[src/rtl/lcd_pkg.sv]
// Shared state encoding, init command table, default timing and the
// long-command classifier for the character-LCD bus arbiter.
package lcd_pkg;

   typedef enum logic [2:0] {
      ST_POWERUP,
      ST_INIT_SETUP,
      ST_INIT_PULSE,
      ST_INIT_HOLD,
      ST_IDLE,
      ST_SETUP,
      ST_PULSE,
      ST_HOLD
   } lcd_state_e;

   localparam int unsigned INIT_LEN = 4;
   localparam int unsigned IDX_W    = $clog2(INIT_LEN);
   localparam logic [7:0]  INIT_CMDS [INIT_LEN] = '{8'h38, 8'h06, 8'h0C, 8'h01};

   localparam int unsigned T_POWERUP_DEF = 750000;
   localparam int unsigned T_SETUP_DEF   = 25;
   localparam int unsigned T_PULSE_DEF   = 25;
   localparam int unsigned T_HOLD_DEF    = 2000;
   localparam int unsigned T_CLEAR_DEF   = 82000;
   localparam int unsigned CNT_W_DEF     = 22;

   // Clear / return-home style commands need the long execution time.
   function automatic logic is_long_cmd(input logic rs, input logic [7:0] data);
      return !rs && (data[7:2] == 6'd0) && (data != 8'd0);
   endfunction

endpackage

[src/rtl/lcd_timer.sv]
// Phase timer shared by every bus phase: load restarts it, done is high
// on the final cycle of the loaded length and the count then saturates.
module lcd_timer
   import lcd_pkg::*;
#(
   parameter int unsigned CNT_W     = CNT_W_DEF,
   parameter int unsigned RESET_LEN = T_POWERUP_DEF
) (
   input  logic             clk_i,
   input  logic             rst_ni,
   input  logic             load_i,
   input  logic [CNT_W-1:0] load_val_i,
   output logic             done_o
);

   logic [CNT_W-1:0] cnt_q;
   logic [CNT_W-1:0] lim_q;

   always_ff @(posedge clk_i or negedge rst_ni) begin
      if (!rst_ni) begin
         cnt_q <= '0;
         lim_q <= CNT_W'(RESET_LEN - 1);
      end else if (load_i) begin
         cnt_q <= '0;
         lim_q <= load_val_i - CNT_W'(1);
      end else if (!done_o) begin
         cnt_q <= cnt_q + CNT_W'(1);
      end
   end

   assign done_o = (cnt_q == lim_q);

endmodule

[src/rtl/lcd_bus_arbiter.sv]
// Two-client round-robin arbiter for a write-only HD44780 bus; runs the
// power-up delay and init sequence itself before granting clients.
module lcd_bus_arbiter
   import lcd_pkg::*;
#(
   parameter int unsigned T_POWERUP = T_POWERUP_DEF,
   parameter int unsigned T_SETUP   = T_SETUP_DEF,
   parameter int unsigned T_PULSE   = T_PULSE_DEF,
   parameter int unsigned T_HOLD    = T_HOLD_DEF,
   parameter int unsigned T_CLEAR   = T_CLEAR_DEF,
   parameter int unsigned CNT_W     = CNT_W_DEF
) (
   input  logic       clk,
   input  logic       rst_n,
   input  logic       c0_req,
   input  logic       c0_rs,
   input  logic [7:0] c0_data,
   output logic       c0_ack,
   input  logic       c1_req,
   input  logic       c1_rs,
   input  logic [7:0] c1_data,
   output logic       c1_ack,
   output logic       ready,
   output logic       busy,
   output logic [7:0] lcd_data,
   output logic       lcd_rs,
   output logic       lcd_rw,
   output logic       lcd_e
);

   lcd_state_e       state_q;
   logic [IDX_W-1:0] init_idx_q;
   logic             ptr_q;
   logic             ready_q;
   logic             busy_q;
   logic             lcd_e_q;
   logic             lcd_rs_q;
   logic [7:0]       lcd_data_q;
   logic             c0_ack_q;
   logic             c1_ack_q;

   logic             grant;
   logic             grant_sel;
   logic             tmr_load;
   logic [CNT_W-1:0] tmr_val;
   logic             tmr_done;

   // Single requester wins outright; a tie goes to the pointer.
   always_comb begin
      grant     = (state_q == ST_IDLE) && ready_q && (c0_req || c1_req);
      grant_sel = c1_req && (!c0_req || ptr_q);
   end

   // The timer is reloaded with the length of the phase being entered.
   always_comb begin
      tmr_load = (state_q == ST_IDLE) ? grant : tmr_done;
      tmr_val  = CNT_W'(T_SETUP);
      unique case (state_q)
         ST_INIT_SETUP, ST_SETUP: tmr_val = CNT_W'(T_PULSE);
         ST_INIT_PULSE, ST_PULSE:
            tmr_val = is_long_cmd(lcd_rs_q, lcd_data_q) ? CNT_W'(T_CLEAR) : CNT_W'(T_HOLD);
         default:                 tmr_val = CNT_W'(T_SETUP);
      endcase
   end

   lcd_timer #(
      .CNT_W     (CNT_W),
      .RESET_LEN (T_POWERUP)
   ) u_timer (
      .clk_i      (clk),
      .rst_ni     (rst_n),
      .load_i     (tmr_load),
      .load_val_i (tmr_val),
      .done_o     (tmr_done)
   );

   always_ff @(posedge clk or negedge rst_n) begin
      if (!rst_n) begin
         state_q    <= ST_POWERUP;
         init_idx_q <= '0;
         ptr_q      <= 1'b0;
         ready_q    <= 1'b0;
         busy_q     <= 1'b1;
         lcd_e_q    <= 1'b0;
         lcd_rs_q   <= 1'b0;
         lcd_data_q <= '0;
         c0_ack_q   <= 1'b0;
         c1_ack_q   <= 1'b0;
      end else begin
         c0_ack_q <= 1'b0;
         c1_ack_q <= 1'b0;
         unique case (state_q)
            ST_POWERUP: begin
               if (tmr_done) begin
                  state_q    <= ST_INIT_SETUP;
                  init_idx_q <= '0;
                  lcd_rs_q   <= 1'b0;
                  lcd_data_q <= INIT_CMDS[0];
               end
            end
            ST_INIT_SETUP: begin
               if (tmr_done) begin
                  state_q <= ST_INIT_PULSE;
                  lcd_e_q <= 1'b1;
               end
            end
            ST_INIT_PULSE: begin
               if (tmr_done) begin
                  state_q <= ST_INIT_HOLD;
                  lcd_e_q <= 1'b0;
               end
            end
            ST_INIT_HOLD: begin
               if (tmr_done) begin
                  if (init_idx_q == IDX_W'(INIT_LEN - 1)) begin
                     state_q <= ST_IDLE;
                     ready_q <= 1'b1;
                     busy_q  <= 1'b0;
                  end else begin
                     state_q    <= ST_INIT_SETUP;
                     init_idx_q <= init_idx_q + IDX_W'(1);
                     lcd_data_q <= INIT_CMDS[init_idx_q + IDX_W'(1)];
                  end
               end
            end
            ST_IDLE: begin
               if (grant) begin
                  state_q    <= ST_SETUP;
                  busy_q     <= 1'b1;
                  ptr_q      <= ~grant_sel;
                  lcd_rs_q   <= grant_sel ? c1_rs : c0_rs;
                  lcd_data_q <= grant_sel ? c1_data : c0_data;
                  c0_ack_q   <= ~grant_sel;
                  c1_ack_q   <= grant_sel;
               end
            end
            ST_SETUP: begin
               if (tmr_done) begin
                  state_q <= ST_PULSE;
                  lcd_e_q <= 1'b1;
               end
            end
            ST_PULSE: begin
               if (tmr_done) begin
                  state_q <= ST_HOLD;
                  lcd_e_q <= 1'b0;
               end
            end
            ST_HOLD: begin
               if (tmr_done) begin
                  state_q <= ST_IDLE;
                  busy_q  <= 1'b0;
               end
            end
            default: state_q <= ST_POWERUP;
         endcase
      end
   end

   assign c0_ack   = c0_ack_q;
   assign c1_ack   = c1_ack_q;
   assign ready    = ready_q;
   assign busy     = busy_q;
   assign lcd_data = lcd_data_q;
   assign lcd_rs   = lcd_rs_q;
   assign lcd_rw   = 1'b0;
   assign lcd_e    = lcd_e_q;

endmodule

[config.mk]
export PLATFORM = sky130hd
export DESIGN_NAME = lcd_bus_arbiter
export DESIGN_NICKNAME = d
export VERILOG_FILES = /design/src/rtl/lcd_pkg.sv /design/src/rtl/lcd_timer.sv /design/src/rtl/lcd_bus_arbiter.sv
export SDC_FILE = /design/constraint.sdc
export NUM_CORES = 1
export LEC_CHECK = 0
export CORE_ASPECT_RATIO = 0.9
export CORE_MARGIN = 10
export CORE_UTILIZATION = 61
export DETAILED_ROUTE_END_ITERATION = 12
export DONT_BUFFER_PORTS = 1
export HOLD_SLACK_MARGIN = 0.1
export PLACE_DENSITY = 0.77
export SETUP_SLACK_MARGIN = 0.3
export SYNTH_ARGS = -nofsm -noshare
export SYNTH_HDL_FRONTEND = slang
export SYNTH_HIERARCHICAL = 1
export SYNTH_SLANG_ARGS = --single-unit
[constraint.sdc]
create_clock -name clk -period 4.2 [get_ports clk]
set_input_delay 0.63 -clock clk [delete_from_list [all_inputs] [get_ports clk]]
set_output_delay 0.63 -clock clk [all_outputs]
set_load 0.02 [all_outputs]
==> summary.txt, run 1 <==
Place
  • Placed cells: 542
  • Hpwl dp: 6.18 mm
  • GPL Wtd Cong: 0.856
  • Port Buffers: 0
  • Pre-CTS setup slack: 1.18 ns

Timing
  • Final Max Tran Viols: 0
  • Worst setup margin: 1.16 ns
  • Hold Slack: 0.135 ns
  • Number of setup violations in the final report: 0
  • Total negative setup slack: 0 ns
  • Post-route clock skew: 0.00720 ns
  • Final Hold Fails: 0
  • RSZ-0062 raised after global routing: false
  • Fin crit period: 3.04 ns
  • Max Freq: 0.328 GHz
  • Worst slew pin tran: 1.05 ns
  • Slew HR: 29.7%
  • Final period util: 72.5%

Finish
  • Finished Layout Cells: 562
  • Register area: 1620 sq um
  • Number of diodes: 0
  • Final #Nets: 497
  • P&R area growth vs syn: 10.9%
  • Multi-input logic area: 2370 sq um
  • Share of cells above drive strength 1: 14.5%
  • Filler instances: 500
  • Leading cell type in the layout, fill and taps excluded: nor2_1
  • Most frequent cells in the layout: 55 x nor2_1, 50 x dfrtp_1, 46 x a21oi_1

Die
  • Chip Height: 96.7 um
  • Core area: 6220 sq um
  • Initial Util: 64.1%
  • Die width: 105 um
  • # IOs: 37
  • # rows: 27
  • Die ar.: 10200 sq um

Route
  • Via count: 3093
  • Vias per cell: 5.50
  • DRC Markers: 0
  • DR pass1 iterations: 4
  • Routed len/inst: 15.6 um
  • WL final: 8.78 mm
  • First-iteration detailed-routing DRC count: 208
  • Final antenna-violating net count: 0

Clocking
  • Clock sinks: 64
  • CTS tree: built
  • Root Driver: clkbuf_8
  • Num CTS Buffers: 9
  • Clk buf depth: 2
  • Clk_lat worst skew: 0.35 ns
  • Post-CTS resize count: 0
  • Clk slew on worst S/H paths: 0.07 ns
  • H-tree Lvls: 3

Run
  • Max Cap Viol: 0

Critical path
  • Critical Path Sink Type: register
  • FF-to-FF setup slack: 1.16 ns
  • Crit Reg-Reg Endpoint: u_timer/cnt_q[19]
  • Crit path max fanout: 41
  • Arr. time, crit path: 3.27 ns
  • Startpoint types: register
  • Reg2reg start: u_timer/lim_q[5]
  • R2R cell count: 10
  • Crit Path Category: reg2reg
  • Worst EP required: 4.42 ns

Run status
  • Outcome: finished, final reports clean

Logic synthesis
  • Yosys reg bits: 64
  • Synthesized area per cell: 9.16 sq um
  • Synth warn: 6
  • Ys async rst share: 100%
  • Top FF cell, synth: dfrtp_1
  • Distinct cells, synth: 57
  • Sequential area share after synthesis: 40.7%
  • Synthesized area: 3980 sq um
  • Post-synth EDFFs: 0
  • Post-synthesis instance total: 435

Global routing
  • First-pass GRT wire length: 14.9 mm
  • Initial antenna violation count: 0
  • Vias in the first global route: 3029
  • GRT Residual Overflow: 0
  • Largest net degree at the start of global routing: 51
  • GRT Resource Usage Total: 17.5%

Pwr
  • Leak: 0.00189 uW
  • Pwr dens: 319 nW/um^2
  • Maximum VDD drop: 223 uV

Hold path
  • HP Class: in2async
[cell families after synthesis]
logic type | Yosys count | synth area share, %
mux | 25 | 6.94
other cells | 2 | 0.189
flops | 64 | 40.7
buf+inv | 35 | 3.71
compound gates | 81 | 12.6
fa+ha+maj | 5 | 1.57
simple gates | 179 | 24.6
xor+xnor | 44 | 9.68
[power breakdown]
group,switching [uW],internal [uW]
registers,71.9,658
clock network,241,271
logic,80.3,87.1
[layer usage]
layer / share of wire [%] / global-route usage (%)
met3: 6.0 / 5.89
met5: 0 / 0
met2: 47 / 26.5
met1: 47 / 23.6
met4: 0.65 / 3.77
[cell usage after synthesis (3+ instances only)]
library cell / n / share of area (%)
nor2_1: 55 / 5.2
dfrtp_1: 50 / 31
a21oi_1: 46 / 5.8
xnor2_1: 28 / 6.2
nand3_1: 24 / 3.0
nand2_1: 21 / 2.0
nor2b_1: 21 / 3.3
mux2_2: 19 / 5.4
xor2_1: 16 / 3.5
dfstp_2: 14 / 9.2
clkbuf_1: 12 / 1.1
inv_1: 12 / 1.1
nand4_1: 11 / 1.7
buf_2: 7 / 0.88
nor3_1: 7 / 0.88
o21ai_0: 7 / 0.88
a21boi_0: 5 / 0.94
and2_1: 5 / 0.79
ha_1: 5 / 1.6
and3_1: 4 / 0.63
mux2i_1: 4 / 1.0
nand3b_1: 4 / 0.75
nor4_1: 4 / 0.63
nand2b_1: 3 / 0.47
o21ai_1: 3 / 0.38
[worst max-delay path: stages, from the launching register on]
cell,delay (ns)
dfstp_2,0.54
xnor2_1,0.11
nand4_1,0.12
nor3_2,0.11
buf_4,0.27
and2_1,0.38
nand2_1,0.11
nand2_2,0.56
buf_4,0.34
nor2_1,0.07
mux2_1,0.29
[stage by stage]
stage	utilization, %	instance area, sq um	power [uW]
CTS	70.6	4390	1410
global placement	67.1	4170	876
detailed placement	67.1	4170	885
finish	71.1	4420	1410
floorplan	-	4130	850
global route	71.1	4420	1480
[worst max-delay path by stage]
stage | from | slack, ns | end | cells after the start
floorplan | u_timer/lim_q[16] | 1.28 | u_timer/lim_q[15] | 12
global placement | u_timer/lim_q[5] | 1.26 | u_timer/cnt_q[19] | 10
detailed placement | u_timer/lim_q[16] | 1.18 | u_timer/cnt_q[19] | 10
CTS | u_timer/lim_q[16] | 1.16 | u_timer/cnt_q[19] | 10
global route | u_timer/lim_q[5] | 0.83 | u_timer/cnt_q[19] | 10
finish | u_timer/lim_q[5] | 1.16 | u_timer/cnt_q[19] | 10
[area by class of cell]
type                       count  area share, %
clock buffer                  10           2.89
clock inverter                 6           1.36
inverter                      12           1.02
multi-input combinational    375           53.6
sequential                    64           36.6
tap                           87           2.46
timing repair buffer           8           1.98
[sequential cells by signal, summed over array words and instances (netlist names)]
name and cells:
lcd_rs 1, init_idx_q 2, c1_ack 1, lcd_data 8
ready 1, u_timer/cnt_q 22, ptr_q 1, busy 1
state_q 3, lcd_e 1, c0_ack 1, u_timer/lim_q 22
[what timing repair did]
item,in CTS,in global routing
hold buffers,1,3
hold endpoints to repair,50,5
setup buffers,0,0
(Power assumes the default switching activity.)
==> run 2: changes to the inputs <==
==> constraint.sdc (replaced) <==
create_clock -name clk -period 2.95 [get_ports clk]
set_input_delay 0.4425 -clock clk [delete_from_list [all_inputs] [get_ports clk]]
set_output_delay 0.4425 -clock clk [all_outputs]
set_load 0.02 [all_outputs]
==> summary.txt, run 2 (synthesis gave the netlist of run 1 again) <==
Finish
  • Filler instances: 494
  • Utilization after layout: 71.2%
  • Number of diodes: 0
  • Multi-input logic area: 2370 sq um
  • Leading cell type in the layout, fill and taps excluded: nor2_1
  • Most frequent cells in the layout: 55 x nor2_1, 50 x dfrtp_1, 46 x a21oi_1
  • Finished Layout Cells: 559
  • Final #Nets: 494
  • Register area: 1620 sq um
  • Share of cells above drive strength 1: 14.4%
  • P&R area growth vs syn: 11.2%

Timing
  • Fin crit period: 2.53 ns
  • Post-route clock skew: 0.0106 ns
  • Number of setup violations in the final report: 0
  • Final period util: 85.8%
  • Worst slew pin tran: 1.01 ns
  • Slew HR: 32.3%
  • Hold Slack: 0.193 ns
  • Final Max Tran Viols: 0
  • RSZ-0062 raised after global routing: false
  • Max Freq: 0.395 GHz
  • Total negative setup slack: 0 ns
  • Final Hold Fails: 0

Pwr
  • Gate power share: 11.7%
  • Int Power: 1520 uW
  • Maximum VDD drop: 277 uV
  • Sw Ratio: 25.9%
  • Pwr dens: 464 nW/um^2
  • Psw: 531 uW
  • Sequential share of power: 50.2%
  • Leak: 0.00190 uW
  • Clock Power Share: 38.2%

Place
  • Placed cells: 541
  • Port Buffers: 0
  • GPL Wtd Cong: 0.898
  • Hpwl dp: 6.20 mm

Die
  • Core area: 6220 sq um
  • # IOs: 37
  • Die width: 105 um
  • Initial Util: 64.1%
  • Die ar.: 10200 sq um
  • # rows: 27
  • Chip Height: 96.7 um

Clocking
  • Buffer count from post-CTS setup fixing: 0
  • CTS tree: built
  • Clk buf depth: 2
  • Num CTS Buffers: 9
  • Clk slew on worst S/H paths: 0.07 ns
  • H-tree Lvls: 3
  • Clock sinks: 64
  • Clk_lat worst skew: 0.34 ns
  • Root Driver: clkbuf_8

Critical path
  • Crit Path Category: reg2reg
  • CP max-delay cell: nor4_1
  • Critical Path Sink Type: register
  • Arr. time, crit path: 2.73 ns
  • Worst EP required: 3.15 ns
  • Worst path most repeated cell: nor4_1
  • Crit-path max cell delay: 0.55 ns
  • Crit path max fanout: 12
  • Startpoint types: register
  • Critical-path cell list: nor4_1 -> o21ai_0 -> nor4_1 -> nor2_1 -> xor2_1 -> a21oi_1

Route
  • Routed len/inst: 15.5 um
  • DR pass1 iterations: 5
  • DRC Markers: 0
  • Vias per cell: 5.55
  • WL final: 8.64 mm
  • Final antenna-violating net count: 0
  • Via count: 3105
  • First-iteration detailed-routing DRC count: 206

Global routing
  • Vias in the first global route: 2939
  • First-pass GRT wire length: 14.5 mm
  • Initial antenna violation count: 0
  • GRT Residual Overflow: 0
  • Largest net degree at the start of global routing: 85
  • GRT Resource Usage Total: 16.9%

Run status
  • Outcome: finished, final reports clean

Run
  • Max Cap Viol: 0

Hold path
  • HP Class: in2reg
[run 2: layout make-up]
class                      instances  area share [%]
clock buffer                      14            3.90
sequential                        64            36.6
tap                               87            2.46
inverter                          12            1.02
multi-input combinational        375            53.6
clock inverter                     2           0.848
timing repair buffer               5            1.64
[run 2: layer usage]
layer,vias to the layer above,GRT usage [%],share of wire (%)
li1,1538,-,-
met1,1496,22.5,47
met2,58,25.9,47
met3,13,4.30,4.6
met4,0,5.66,1.8
met5,-,0,0
[run 2: worst paths after layout]
kind / startpoint / endpoint / slack, ns / cells after the start
max: lcd_data[3] / u_timer/lim_q[9] / 0.42 / 6
min: c1_req / c0_ack / 0.19 / 1
max reg2reg: lcd_data[3] / u_timer/lim_q[9] / 0.42 / 6
min reg2reg: u_timer/lim_q[1] / u_timer/lim_q[1] / 0.48 / 2
max in group asynchronous: rst_n / u_timer/lim_q[0] / 1.99 / 2
min in group asynchronous: rst_n / u_timer/cnt_q[7] / 0.65 / 2
[run 2: power groups by stage]
stage | clock network (uW) | logic [uW] | registers, uW
after detailed placement | 0 | 216 | 1040
final | 784 | 239 | 1030
after global placement | 0 | 201 | 1040
after global routing | 839 | 273 | 1040
after CTS | 802 | 242 | 1030
after floorplan | 0 | 201 | 1010
[run 2: metrics by stage]
stage | cell area [sq um] | setup WS, ns | total power (uW)
2_1_floorplan | 4140 | 0.322 | 1210
3_3_place_gp | 4180 | 0.460 | 1240
3_5_place_dp | 4180 | 0.426 | 1260
4_1_cts | 4430 | 0.409 | 2070
5_1_grt | 4430 | 0.338 | 2150
6_report | 4430 | 0.420 | 2050
[run 2: critical path: cells and delay by family, from the launching register on]
kind             cells  cell delay (ns)
AO/OA/AOI/OAI        2             0.23
flip-flops           1             0.48
AND/OR/NAND/NOR      3             1.39
XOR/XNOR             1             0.29
[run 2: what timing repair did]
action,CTS,global route
setup endpoints to repair,0,23
hold endpoints to repair,64,0
hold buffers,2,0
resized for setup,0,1
